$ cat config.mk
export PLATFORM = sky130hd
export DESIGN_NAME = uart_char_rx_flat
export DESIGN_NICKNAME = d
export VERILOG_FILES = /design/src/rtl/uart_char_rx_if.sv /design/src/rtl/uart_char_rx.sv /design/src/flat_wrapper.sv
export SDC_FILE = /design/constraint.sdc
export NUM_CORES = 1
export LEC_CHECK = 0
export ABC_AREA = 1
export BUFFER_PORTS_ARGS = -buffer_cell sky130_fd_sc_hd__buf_2
export CAP_MARGIN = 0
export CORE_ASPECT_RATIO = 0.7
export CORE_MARGIN = 5
export CORE_UTILIZATION = 65
export DETAILED_ROUTE_END_ITERATION = 16
export PLACE_DENSITY = 0.92
export SETUP_SLACK_MARGIN = 0.3
export SLEW_MARGIN = 20
export SYNTH_ARGS = -nofsm -noshare
export SYNTH_HDL_FRONTEND = slang
export SYNTH_SLANG_ARGS = --single-unit
$ cat constraint.sdc
create_clock -name clk_in -period 4.61 [get_ports clk_in]
set_clock_uncertainty 0.1 [all_clocks]
set_input_delay 0.922 -clock clk_in [delete_from_list [all_inputs] [get_ports clk_in]]
set_output_delay 0.922 -clock clk_in [all_outputs]
set_load 0.005 [all_outputs]
$ cat src/rtl/uart_char_rx_if.sv
// Byte stream handshake between the UART receiver and its consumer.
//   char_out        received byte, head of the receive FIFO
//   char_out_valid  char_out holds a byte
//   char_out_ready  consumer accepts char_out this cycle
// master: byte source (receiver), slave: byte sink (command handler).
interface uart_char_rx_if;
  logic [7:0] char_out;
  logic       char_out_valid;
  logic       char_out_ready;

  modport master (output char_out, output char_out_valid, input char_out_ready);
  modport slave  (input char_out, input char_out_valid, output char_out_ready);
endinterface

$ cat src/rtl/uart_char_rx.sv
// 8N1 UART receiver feeding a first-word-fall-through byte FIFO.
// Optionally discards CR bytes so CRLF hosts deliver a bare LF terminator.
//   clk_in     system clock, rising edge
//   rst_in     synchronous active-high reset
//   rx_in      asynchronous UART line, idle high
//   char_if    byte stream out (char_out / char_out_valid / char_out_ready)
//   overflow   sticky: a byte was dropped because the FIFO was full
//   frame_err  one-cycle pulse: stop bit sampled low, byte discarded
module uart_char_rx #(
  parameter int CLKS_PER_BIT = 868,
  parameter int FIFO_DEPTH   = 16,
  parameter int DROP_CR      = 1
) (
  input  logic                  clk_in,
  input  logic                  rst_in,
  input  logic                  rx_in,
  uart_char_rx_if.master        char_if,
  output logic                  overflow,
  output logic                  frame_err
);

  localparam int CW = $clog2(CLKS_PER_BIT);
  localparam int AW = $clog2(FIFO_DEPTH);
  localparam int PW = AW + 1;
  localparam logic [CW-1:0] HALF_M1 = CW'(CLKS_PER_BIT / 2 - 1);
  localparam logic [CW-1:0] FULL_M1 = CW'(CLKS_PER_BIT - 1);

  typedef enum logic [2:0] {IDLE, START, DATA, STOP, WAIT_IDLE} state_t;

  state_t        state, state_nxt;
  logic [CW-1:0] baud_cnt;
  logic [2:0]    bit_idx;
  logic [7:0]    shreg;
  logic          rx_meta, rx_s;
  logic          tick, sample_data, push_req, ferr_nxt;

  // ---------------- receive FSM ----------------
  always_ff @(posedge clk_in) begin
    if (rst_in) state <= IDLE;
    else        state <= state_nxt;
  end

  always_comb begin
    state_nxt   = state;
    sample_data = 1'b0;
    push_req    = 1'b0;
    ferr_nxt    = 1'b0;
    // Start bit is checked at its midpoint; every later sample is a full bit apart.
    tick = (state == START) ? (baud_cnt == HALF_M1) : (baud_cnt == FULL_M1);
    case (state)
      IDLE:      if (!rx_s) state_nxt = START;
      START:     if (tick) state_nxt = rx_s ? IDLE : DATA;
      DATA:      if (tick) begin
                   sample_data = 1'b1;
                   if (bit_idx == 3'd7) state_nxt = STOP;
                 end
      STOP:      if (tick) begin
                   if (rx_s) begin
                     push_req  = 1'b1;
                     state_nxt = IDLE;
                   end else begin
                     ferr_nxt  = 1'b1;
                     state_nxt = WAIT_IDLE;
                   end
                 end
      // A held-low (break) line must return high before a new start is accepted.
      WAIT_IDLE: if (rx_s) state_nxt = IDLE;
      default:   state_nxt = IDLE;
    endcase
  end

  always_ff @(posedge clk_in) begin
    if (rst_in) begin
      rx_meta   <= 1'b1;
      rx_s      <= 1'b1;
      baud_cnt  <= '0;
      bit_idx   <= '0;
      shreg     <= '0;
      frame_err <= 1'b0;
    end else begin
      rx_meta   <= rx_in;
      rx_s      <= rx_meta;
      frame_err <= ferr_nxt;
      if (state == IDLE || tick) baud_cnt <= '0;
      else                       baud_cnt <= baud_cnt + CW'(1);
      if (state == IDLE) bit_idx <= '0;
      else if (sample_data) begin
        shreg   <= {rx_s, shreg[7:1]};   // LSB first
        bit_idx <= bit_idx + 3'd1;
      end
    end
  end

  // ---------------- receive FIFO ----------------
  logic [7:0]    mem [FIFO_DEPTH];
  logic [PW-1:0] wr_ptr, rd_ptr, wr_ptr_nxt, rd_ptr_nxt;
  logic          is_cr, full, pop, push, drop, empty_nxt;
  logic [7:0]    head_nxt;

  always_comb begin
    is_cr      = (DROP_CR != 0) && (shreg == 8'h0D);
    full       = (wr_ptr[AW] != rd_ptr[AW]) && (wr_ptr[AW-1:0] == rd_ptr[AW-1:0]);
    pop        = char_if.char_out_valid && char_if.char_out_ready;
    push       = push_req && !is_cr && (!full || pop);
    drop       = push_req && !is_cr && full && !pop;
    rd_ptr_nxt = rd_ptr + PW'(pop);
    wr_ptr_nxt = wr_ptr + PW'(push);
    empty_nxt  = (wr_ptr_nxt == rd_ptr_nxt);
    // A byte written into the slot that becomes the head must bypass mem,
    // since the write and the head register update land on the same edge.
    head_nxt   = (push && wr_ptr[AW-1:0] == rd_ptr_nxt[AW-1:0]) ? shreg
                                                                 : mem[rd_ptr_nxt[AW-1:0]];
  end

  always_ff @(posedge clk_in) begin
    if (push) mem[wr_ptr[AW-1:0]] <= shreg;
  end

  always_ff @(posedge clk_in) begin
    if (rst_in) begin
      wr_ptr                 <= '0;
      rd_ptr                 <= '0;
      char_if.char_out       <= '0;
      char_if.char_out_valid <= 1'b0;
      overflow               <= 1'b0;
    end else begin
      wr_ptr                 <= wr_ptr_nxt;
      rd_ptr                 <= rd_ptr_nxt;
      char_if.char_out_valid <= !empty_nxt;
      if (!empty_nxt) char_if.char_out <= head_nxt;
      if (drop)       overflow         <= 1'b1;
    end
  end

endmodule

$ cat src/flat_wrapper.sv
// flat-port wrapper written by rule: the top's interface ports become plain ports
module uart_char_rx_flat 
#(
  parameter int CLKS_PER_BIT = 868,
  parameter int FIFO_DEPTH   = 16,
  parameter int DROP_CR      = 1
)
  (clk_in, rst_in, rx_in, overflow, frame_err, char_if_char_out, char_if_char_out_valid, char_if_char_out_ready);
  uart_char_rx_if char_if_i ();
  input  logic clk_in;
  input  logic rst_in;
  input  logic rx_in;
  output logic overflow;
  output logic frame_err;
  output wire logic [$bits(char_if_i.char_out)-1:0] char_if_char_out;
  output wire logic [$bits(char_if_i.char_out_valid)-1:0] char_if_char_out_valid;
  input wire logic [$bits(char_if_i.char_out_ready)-1:0] char_if_char_out_ready;
  assign char_if_char_out = char_if_i.char_out;
  assign char_if_char_out_valid = char_if_i.char_out_valid;
  assign char_if_i.char_out_ready = char_if_char_out_ready;
  uart_char_rx #(.CLKS_PER_BIT(CLKS_PER_BIT), .FIFO_DEPTH(FIFO_DEPTH), .DROP_CR(DROP_CR)) u_core (.clk_in(clk_in), .rst_in(rst_in), .rx_in(rx_in), .char_if(char_if_i), .overflow(overflow), .frame_err(frame_err));
endmodule
==> results of run 1 <==
worst reg2reg max path, delay by kind of cell (launching register included):
kind                       cells  cell delay (ns)
and+or+nand+nor               13             1.49
DFF                            1             0.83
buffers and inverters          3             0.41
adders and majority gates      1             0.21
AOI/OAI and AO/OA              1             0.11
cell type report:
cell class | count | area [um^2]
inverters | 49 | 184
multi-input cells | 520 | 2530
clock buffers | 21 | 484
clock inverters | 11 | 76.3
repair buffers | 16 | 85.1
flip-flops and latches | 175 | 4780
fillers | 745 | 3300
well taps | 157 | 196
path summary, 6_finish.rpt:
check                  startpoint                    endpoint  slack [ns]  depth (start not counted)
setup / recovery  u_core.shreg[6]  u_core.char_if.char_out[4]        1.37                         18
hold / removal     u_core.rx_meta                 u_core.rx_s        0.31                          1
setup reg to reg  u_core.shreg[6]  u_core.char_if.char_out[4]        1.37                         18
hold reg to reg    u_core.rx_meta                 u_core.rx_s        0.31                          1
metal layers:
layer	up-vias	routed length [um]	track usage, %	share of wire (%)
li1	2622	-	-	-
met1	2687	7200	34.9	39
met2	359	8660	43.3	47
met3	59	1960	8.63	11
met4	0	594	11.9	3.2
met5	-	0	0	0
sequential cells by signal, summed over array words and instances (netlist names):
signal	count
u_core.baud_cnt	10
u_core.bit_idx	3
u_core.char_if.char_out	8
u_core.char_if.char_out_valid	1
u_core.frame_err	1
u_core.mem	128
u_core.overflow	1
u_core.rd_ptr	5
u_core.rx_meta	1
u_core.rx_s	1
u_core.shreg	8
u_core.state	3
u_core.wr_ptr	5
cell families (layout without fill, tap and decap cells):
family | Yosys count | after routing
AOI/OAI and AO/OA | 87 | 87
xor gates and xnor gates | 11 | 11
adders and majority gates | 7 | 7
buffers and inverters | 82 | 97
DFF | 175 | 175
and+or+nand+nor | 415 | 415
power breakdown:
group / internal (W) / leakage [nW] / switching, W
Clock: 0.000758 / 0.282 / 0.000610
Sequential: 0.00168 / 1.87 / 0.0000187
Combinational: 0.0000391 / 1.34 / 0.0000830
per-stage QoR:
| step | total power (W) | setup slack, ns | cells |
|---|---|---|---|
| 2_1_floorplan | 0.00183 | 1.82 | 777 |
| 3_3_place_gp | 0.00184 | 1.38 | 917 |
| 3_5_place_dp | 0.00185 | 1.23 | 917 |
| 4_1_cts | 0.00320 | 1.43 | 949 |
| 5_1_grt | 0.00328 | 1.05 | 949 |
| 6_report | 0.00319 | 1.37 | 949 |
placed cells by master, fill, tap and decap left out, drive strengths merged:
master / Yosys / routed
inv: 41 / 45
edfxtp: 128 / 128
nor3: 6 / 6
nand2: 139 / 139
dfxtp: 47 / 47
nor3b: 2 / 2
nand3: 76 / 76
nand3b: 1 / 1
nor2: 169 / 169
clkinv: 8 / 14
a21boi: 1 / 1
o21a: 2 / 2
xnor2: 2 / 2
clkbuf: 10 / 21
nand4: 16 / 16
or2: 6 / 6
buf: 23 / 16
a21oi: 15 / 15
clkinvlp: 0 / 1
xor2: 9 / 9
ha: 7 / 7
o21ai: 69 / 69
==> flow_metrics.py, run 1 <==
metrics = {
    "logic_synthesis": {
        "syn_area_um2": 7680,
        "synth_compound_area_share_pct": 5.82,
        "synth_top_family_by_area": "simple AND/OR/NAND/NOR gates",
        "yosysUniqueCellTypes": 41,
        "synth_seq_area_share_pct": 62.3,
        "synth-edff-count": 128,
        "synthArstFlopShare_pct": 0,
        "synthFlopType": "edfxtp_1",
        "synthMuxAreaShare_pct": 0,
        "syn_area_per_cell_um2": 9.88,
        "yosys.area_share.xor_xnor_pct": 1.55,
        "netlist_top_cells_count": "nor2_1 (163), nand2_1 (129), edfxtp_1 (128)",
        "yosysWarnings": 0,
        "synth_top_area_share_pct": 50.0,
        "synthCells": 777,
        "synth_area_leaders": "edfxtp_1 (50%), dfxtp_1 (12%), nor2_1 (8.0%), nand2_1 (6.3%), nand3_1 (4.6%)",
        "yosysMostFrequentCell": "nor2_1",
        "yosys.area_share.simple_pct": 24.5,
        "syn_nets": 788,
        "synth_top_area_cell": "edfxtp_1",
        "synthAdderAreaFrac_pct": 1.14,
        "ys_ff_latch": 175,
    },
    "sta": {
        "setup_tns_ns": 0,
        "max-slew-margin-rel_pct": 33.6,
        "finalHoldViolations": 0,
        "layout_min_cycle_time_ns": 3.24,
        "whs_ns": 0.315,
        "fin_crit_sh_pct": 70.3,
        "tightest_slew_ns": 0.995,
        "setup_viol": 0,
        "rsz0062_at_grt": "false",
        "drv_slew": 0,
        "fmax_mhz": 308,
    },
    "critical_path": {
        "cpMaxStageDelayCell": "dfxtp_1",
        "cp_max_fo": 18,
        "cpMostUsedCell": "nand2_1",
        "slowest_delay_ns": 0.83,
        "path_buf_inv": 3,
        "worstSetupPathType": "flop to flop",
        "crit_path_end_kind": "flop",
        "worst_ep_arrival_time_ns": 3.47,
        "crit_chain": "inv_1, nand4_1, o21ai_2, nor2_8, nand2_4, inv_1, ha_1, nand3_1, nor2_1, nand2_1, nand2_1, nand2_1, nand2_1, nand3_2, nand2_1, inv_2, nand3_1, nand2_1",
        "setup.worst_path.start_class": "flop",
        "worstPathRequired_ns": 4.84,
        "cp_top_family": "simple AND/OR/NAND/NOR gates",
    },
    "clocking": {
        "clock_path_buffers": 2,
        "htree_levels": 4,
        "numCtsBuffers": 17,
        "cts_tree": "built",
        "cts_resized": 0,
        "cts_setup_buffers": 0,
        "clkTransAtPathRegs_ns": 0.07,
        "cts_sinks": 175,
        "ctsHoldBuffers": 0,
        "clk_latency_ns": 0.43,
        "root_buffer": "clkbuf_16",
    },
    "power_and_ir_drop": {
        "ir_worst_vdd_mv": 0.446,
        "leakage_nw": 3.49,
        "power-per-cell-area_nw_per_um2": 382,
    },
    "detailed_routing": {
        "wire_per_inst_um": 19.4,
        "drc_errors": 0,
        "routed-via-count": 5727,
        "ant_nets": 0,
        "vias_per_cell": 6.03,
        "drt_pre_antenna_iters": 6,
        "drt_iter0_markers": 771,
        "drt-total-wl_um": 18400,
    },
    "floorplan": {
        "dieWidth_um": 140,
        "core-area_um2": 11600,
        "ioPinCount": 15,
        "rows": 33,
        "die_h_um": 101,
        "start_util_pct": 66.0,
        "die_area_um2": 14100,
    },
    "finish": {
        "area_growth_pct": 8.65,
        "fin_nets": 790,
        "drive_gt1_share_pct": 10.5,
        "fin_util_pct": 71.7,
        "stdcell_area_um2": 8340,
        "diodes": 0,
    },
    "place": {
        "dpl_cell_area_um2": 7780,
        "port_buffers": 14,
        "hpwl_um": 11800,
        "finalWeightedCongestion": 0.918,
    },
    "global_route": {
        "grt_pass1_vias": 5550,
        "grt_use_total_pct": 27.2,
        "grt_max_degree": 67,
        "gr-total-overflow": 0,
        "antenna_found_initial": 0,
        "grt_first_pass_wirelength_um": 29100,
    },
    "job": {
        "drv_cap": 0,
    },
    "outcome": {
        "status": "finished clean",
    },
    "worst_hold_path": {
        "min_path_type": "flop to flop",
    },
}
No activity file was read; power rests on OpenSTA's default activity.
==> run 2: changes to the inputs <==
Settings changed: ABC_AREA 1 to 0, CORE_UTILIZATION 65 to 56, PLACE_DENSITY 0.92 to 0.85.
Clock period 4.61 ns to 2.87 ns, I/O delays scaled along.
==> flow_metrics.py, run 2 <==
metrics = {
    "detailed_routing": {
        "ant_nets": 0,
        "drt_iter0_markers": 648,
        "routed-via-count": 5061,
        "vias_per_cell": 6.46,
        "drt_pre_antenna_iters": 6,
        "wire_per_inst_um": 25.3,
        "drc_errors": 0,
        "drt-total-wl_um": 19800,
    },
    "floorplan": {
        "start_util_pct": 57.4,
        "core-area_um2": 12500,
        "rows": 34,
        "die_h_um": 105,
        "die_area_um2": 15200,
        "dieWidth_um": 145,
        "ioPinCount": 15,
    },
    "sta": {
        "finalHoldViolations": 0,
        "fin_crit_sh_pct": 111,
        "fmax_mhz": 314,
        "fin_ws_ns": -0.318,
        "tightest_slew_ns": 0.759,
        "drv_slew": 0,
        "setup_viol": 9,
        "max-slew-margin-rel_pct": 49.4,
        "rsz0062_at_grt": "true",
        "layout_min_cycle_time_ns": 3.19,
    },
    "critical_path": {
        "crit_path_end_kind": "flop",
        "cpMostUsedCell": "xnor2_1",
        "worstSetupPathType": "flop to flop",
        "cpMaxStageDelayCell": "dfxtp_1",
        "cp_max_fo": 8,
        "setup.worst_path.start_class": "flop",
        "slowest_delay_ns": 0.40,
        "worst_ep_arrival_time_ns": 3.46,
        "worstPathRequired_ns": 3.14,
        "crit_chain": "xor2_1, nand4_1, nor3_2, or2_4, inv_4, ha_1, xnor2_1, xnor2_1, nor3_4, buf_6, nand3_4, nor3b_1, a311o_1",
    },
    "logic_synthesis": {
        "yosysUniqueCellTypes": 45,
        "synthCells": 510,
        "netlist_top_cells_count": "edfxtp_1 (128), nand2_1 (58), dfxtp_1 (47)",
        "syn_nets": 521,
        "yosysWarnings": 0,
        "syn_area_um2": 7160,
        "synth_top_area_cell": "edfxtp_1",
        "syn_area_per_cell_um2": 14.0,
        "synth_top_area_share_pct": 53.7,
        "synth_seq_area_share_pct": 66.8,
        "synth_area_leaders": "edfxtp_1 (54%), dfxtp_1 (13%), mux4_2 (5.0%), mux2i_1 (3.8%), nand2_1 (3.0%)",
        "ys_ff_latch": 175,
        "synthFlopType": "edfxtp_1",
        "yosysMostFrequentCell": "edfxtp_1",
        "synthArstFlopShare_pct": 0,
        "synth-edff-count": 128,
    },
    "clocking": {
        "root_buffer": "clkbuf_16",
        "htree_levels": 4,
        "ctsHoldBuffers": 0,
        "cts_tree": "built",
        "clkTransAtPathRegs_ns": 0.07,
        "clk_latency_ns": 0.43,
        "clock_path_buffers": 2,
        "cts_sinks": 175,
        "numCtsBuffers": 17,
    },
    "place": {
        "port_buffers": 14,
        "pre_cts_slack_ns": -0.235,
        "hpwl_um": 11100,
        "finalWeightedCongestion": 0.890,
        "dpl_cell_area_um2": 7990,
    },
    "power_and_ir_drop": {
        "leakage_nw": 3.27,
        "swShare_pct": 22.0,
        "power_frac_seq_pct": 53.2,
        "pwr-share-comb_pct": 0.4,
        "power-per-cell-area_nw_per_um2": 557,
        "power_frac_clock_pct": 46.4,
        "power.internal_w": 0.00393,
        "total_power_w": 0.00503,
        "ir_worst_vdd_mv": 0.538,
        "p_switching_w": 0.00111,
    },
    "global_route": {
        "antenna_found_initial": 0,
        "grt_max_degree": 37,
        "grt_pass1_vias": 5070,
        "gr-total-overflow": 0,
        "grt_first_pass_wirelength_um": 28900,
        "grt_use_total_pct": 25.0,
    },
    "finish": {
        "mostFrequentLayoutCells": "edfxtp_1 (128), buf_4 (69), nand2_1 (56), dfxtp_1 (45), nor2_1 (36)",
        "area_growth_pct": 26.3,
        "fin_util_pct": 72.6,
        "fin_nets": 619,
        "largest_register_ffs": 128,
        "mostFrequentLayoutCell": "edfxtp_1",
        "drive_gt1_share_pct": 32.5,
        "diodes": 0,
        "stdcell_area_um2": 9040,
    },
    "outcome": {
        "violations": "setup timing",
        "status": "finished with violations",
    },
    "worst_hold_path": {
        "min_path_type": "primary input to flop",
    },
    "job": {
        "drv_cap": 0,
    },
}
[run 2: layout make-up]
type | count | area (um^2)
clock buffers | 17 | 425
multi-input cells | 303 | 2530
fillers | 690 | 3420
inverters | 4 | 17.5
repair buffers | 107 | 915
flip-flops and latches | 175 | 4790
clock inverters | 15 | 170
well taps | 162 | 203
[run 2: logic make-up after synthesis]
family | share of synthesized area, %
xor+xnor | 4.07
compound gates | 5.09
mux | 8.81
buf+inv | 1.91
fa+ha+maj | 1.22
simple gates | 12.1
flops | 66.8
[run 2: worst paths after layout]
kind,start,end,slack (ns),cells past startpoint
min reg2reg,u_core.rx_meta,u_core.rx_s,0.33,1
min,rx_in,u_core.rx_meta,0.23,2
max,u_core.wr_ptr[4],u_core.char_if.char_out[7],-0.32,13
max reg2reg,u_core.wr_ptr[4],u_core.char_if.char_out[7],-0.32,13
[run 2: critical path, delay by kind of cell (launching register included)]
kind,cells,cell delay [ns]
XOR/XNOR,3,0.65
buffers and inverters,2,0.21
AO/OA/AOI/OAI,1,0.18
adder cells (fa/ha/maj),1,0.18
AND/OR/NAND/NOR,6,1.42
flip-flops,1,0.40
[run 2: layer usage]
metal  vias to the layer above  track usage [%]  wire (um)
met5                         -                0          0
met4                         0             7.19        630
met3                        75             7.96       2500
met2                       391             39.2       9290
met1                      2481             34.1       7380
li1                       2114                -          -
[run 2: repair_timing]
item,CTS,global route
gates cloned,1,0
pin swaps,3,8
setup buffers,17,3
resized for setup,20,39
setup endpoints to repair,41,147
[run 2: stage by stage]
step                cells  setup TNS [ns]  hold slack (ns)
CTS                   780          -0.720            0.227
global route          783           -3.32            0.232
finish                783           -2.16            0.232
global placement      730           -1.11            0.298
detailed placement    730           -1.66            0.304
floorplan             510               0            0.289
[run 2: power groups by stage]
stage | Combinational, W | Clock (W) | Sequential (W)
final | 0.0000220 | 0.00233 | 0.00268
after global routing | 0.0000240 | 0.00247 | 0.00268
after CTS | 0.0000212 | 0.00233 | 0.00268
after detailed placement | 0.0000206 | 0 | 0.00274
after global placement | 0.0000195 | 0 | 0.00273
after floorplan | 0.0000157 | 0 | 0.00273
==> run 3: changes to the inputs <==
Settings changed: CORE_ASPECT_RATIO 0.7 to 1.25.
==> flow_metrics.py, run 3 (same netlist as run 2, synthesis figures left out) <==
metrics = {
    "outcome": {
        "status": "finished with violations",
        "violations": "setup timing",
    },
    "critical_path": {
        "setup.worst_path.start_class": "flop",
        "slowest_delay_ns": 0.35,
        "worst_ep_arrival_time_ns": 3.29,
        "crit_path_end_kind": "flop",
        "cp_max_fo": 5,
        "worstPathRequired_ns": 3.10,
        "cp_top_family": "simple AND/OR/NAND/NOR gates",
        "path_buf_inv": 2,
        "worstSetupPathType": "flop to flop",
        "cpMaxStageDelayCell": "a311o_1",
        "crit_chain": "nand4bb_4, nor4_4, nand3_1, or2_4, inv_4, ha_4, nand2_4, xnor3_1, nor3_4, buf_4, a31o_4, nor3_2, a311o_1",
    },
    "detailed_routing": {
        "wire_per_inst_um": 25.0,
        "vias_per_cell": 6.41,
        "routed-via-count": 5041,
        "drt_pre_antenna_iters": 5,
        "drt-total-wl_um": 19700,
        "drt_iter0_markers": 576,
        "drc_errors": 0,
        "ant_nets": 0,
    },
    "clocking": {
        "clock_path_buffers": 2,
        "clkTransAtPathRegs_ns": 0.08,
        "clk_latency_ns": 0.45,
        "cts_tree": "built",
        "htree_levels": 4,
        "numCtsBuffers": 17,
        "root_buffer": "clkbuf_16",
        "ctsHoldBuffers": 0,
        "cts_sinks": 175,
    },
    "global_route": {
        "grt_max_degree": 30,
        "gr-total-overflow": 0,
        "grt_use_total_pct": 25.2,
        "grt_pass1_vias": 5301,
        "grt_first_pass_wirelength_um": 28800,
        "antenna_found_initial": 0,
    },
    "finish": {
        "drive_gt1_share_pct": 32.0,
        "area_growth_pct": 25.5,
        "largest_register_ffs": 128,
        "fin_nets": 617,
        "mostFrequentLayoutCell": "edfxtp_1",
        "diodes": 0,
        "fillers": 689,
        "mostFrequentLayoutCells": "edfxtp_1 (128), buf_4 (67), nand2_1 (56), dfxtp_1 (42), nor2_1 (41)",
    },
    "sta": {
        "fin_ws_ns": -0.192,
        "setup_tns_ns": -1.25,
        "rsz0062_at_grt": "true",
        "layout_min_cycle_time_ns": 3.06,
        "tightest_slew_ns": 0.582,
        "whs_ns": 0.226,
        "max-slew-margin-rel_pct": 61.2,
        "drv_slew": 0,
        "finalHoldViolations": 0,
        "setup_viol": 9,
        "fin_crit_sh_pct": 107,
        "fmax_mhz": 327,
    },
    "floorplan": {
        "die_h_um": 136,
        "dieWidth_um": 111,
        "start_util_pct": 56.8,
        "rows": 46,
        "core-area_um2": 12600,
        "ioPinCount": 15,
        "die_area_um2": 15200,
    },
    "power_and_ir_drop": {
        "ir_worst_vdd_mv": 0.433,
        "leakage_nw": 3.27,
        "power-per-cell-area_nw_per_um2": 553,
    },
    "place": {
        "hpwl_um": 10000,
        "port_buffers": 14,
        "finalWeightedCongestion": 0.906,
    },
    "job": {
        "drv_cap": 0,
    },
    "worst_hold_path": {
        "min_path_type": "primary input to flop",
    },
}
[run 3: layout make-up]
cell class	count	area, um^2	area share [%]
multi-input cells	304	2530	28.2
inverters	4	17.5	0.195
clock inverters	15	143	1.59
well taps	168	210	2.34
repair buffers	104	867	9.65
clock buffers	17	425	4.73
flip-flops and latches	175	4790	53.3
[run 3: metrics by stage]
stage | instances | total power [W] | utilization [%] | setup slack (ns) | area (um^2)
after floorplan | 510 | 0.00275 | - | 0.0585 | 7240
after global placement | 731 | 0.00276 | 63.0 | -0.0937 | 7940
after detailed placement | 731 | 0.00276 | 63.0 | -0.157 | 7940
after CTS | 782 | 0.00492 | 69.9 | -0.0299 | 8810
after global routing | 787 | 0.00509 | 71.3 | -0.278 | 8980
final | 787 | 0.00497 | 71.3 | -0.192 | 8980
[run 3: path summary, 6_finish.rpt]
check	startpoint	end	slack, ns	depth (start not counted)
worst max register to register	u_core.baud_cnt[4]	u_core.char_if.char_out[7]	-0.19	13
worst max-delay path	u_core.baud_cnt[4]	u_core.char_if.char_out[7]	-0.19	13
worst min-delay path	rx_in	u_core.rx_meta	0.23	2
worst min register to register	u_core.rx_meta	u_core.rx_s	0.33	1
[run 3: layer usage]
layer / share of wire, % / GRT usage [%]
met5: 0 / 0
met4: 5.9 / 15.9
met3: 7.7 / 5.34
met2: 53 / 44.8
met1: 34 / 27.6
[run 3: repair_timing]
item,4_1_cts,5_1_grt
endpoints found under the setup margin,19,41
resized for setup,31,27
gates cloned,2,0
pin swaps,16,6
setup buffers,17,5
[run 3: power breakdown]
| group | switching (W) | leakage (nW) | internal [W] | total (W) |
|---|---|---|---|---|
| sequential | 0.00000204 | 1.57 | 0.00268 | 0.00268 |
| clock | 0.00111 | 0.271 | 0.00116 | 0.00227 |
| combinational | 0.0000166 | 1.43 | 0.00000745 | 0.0000240 |
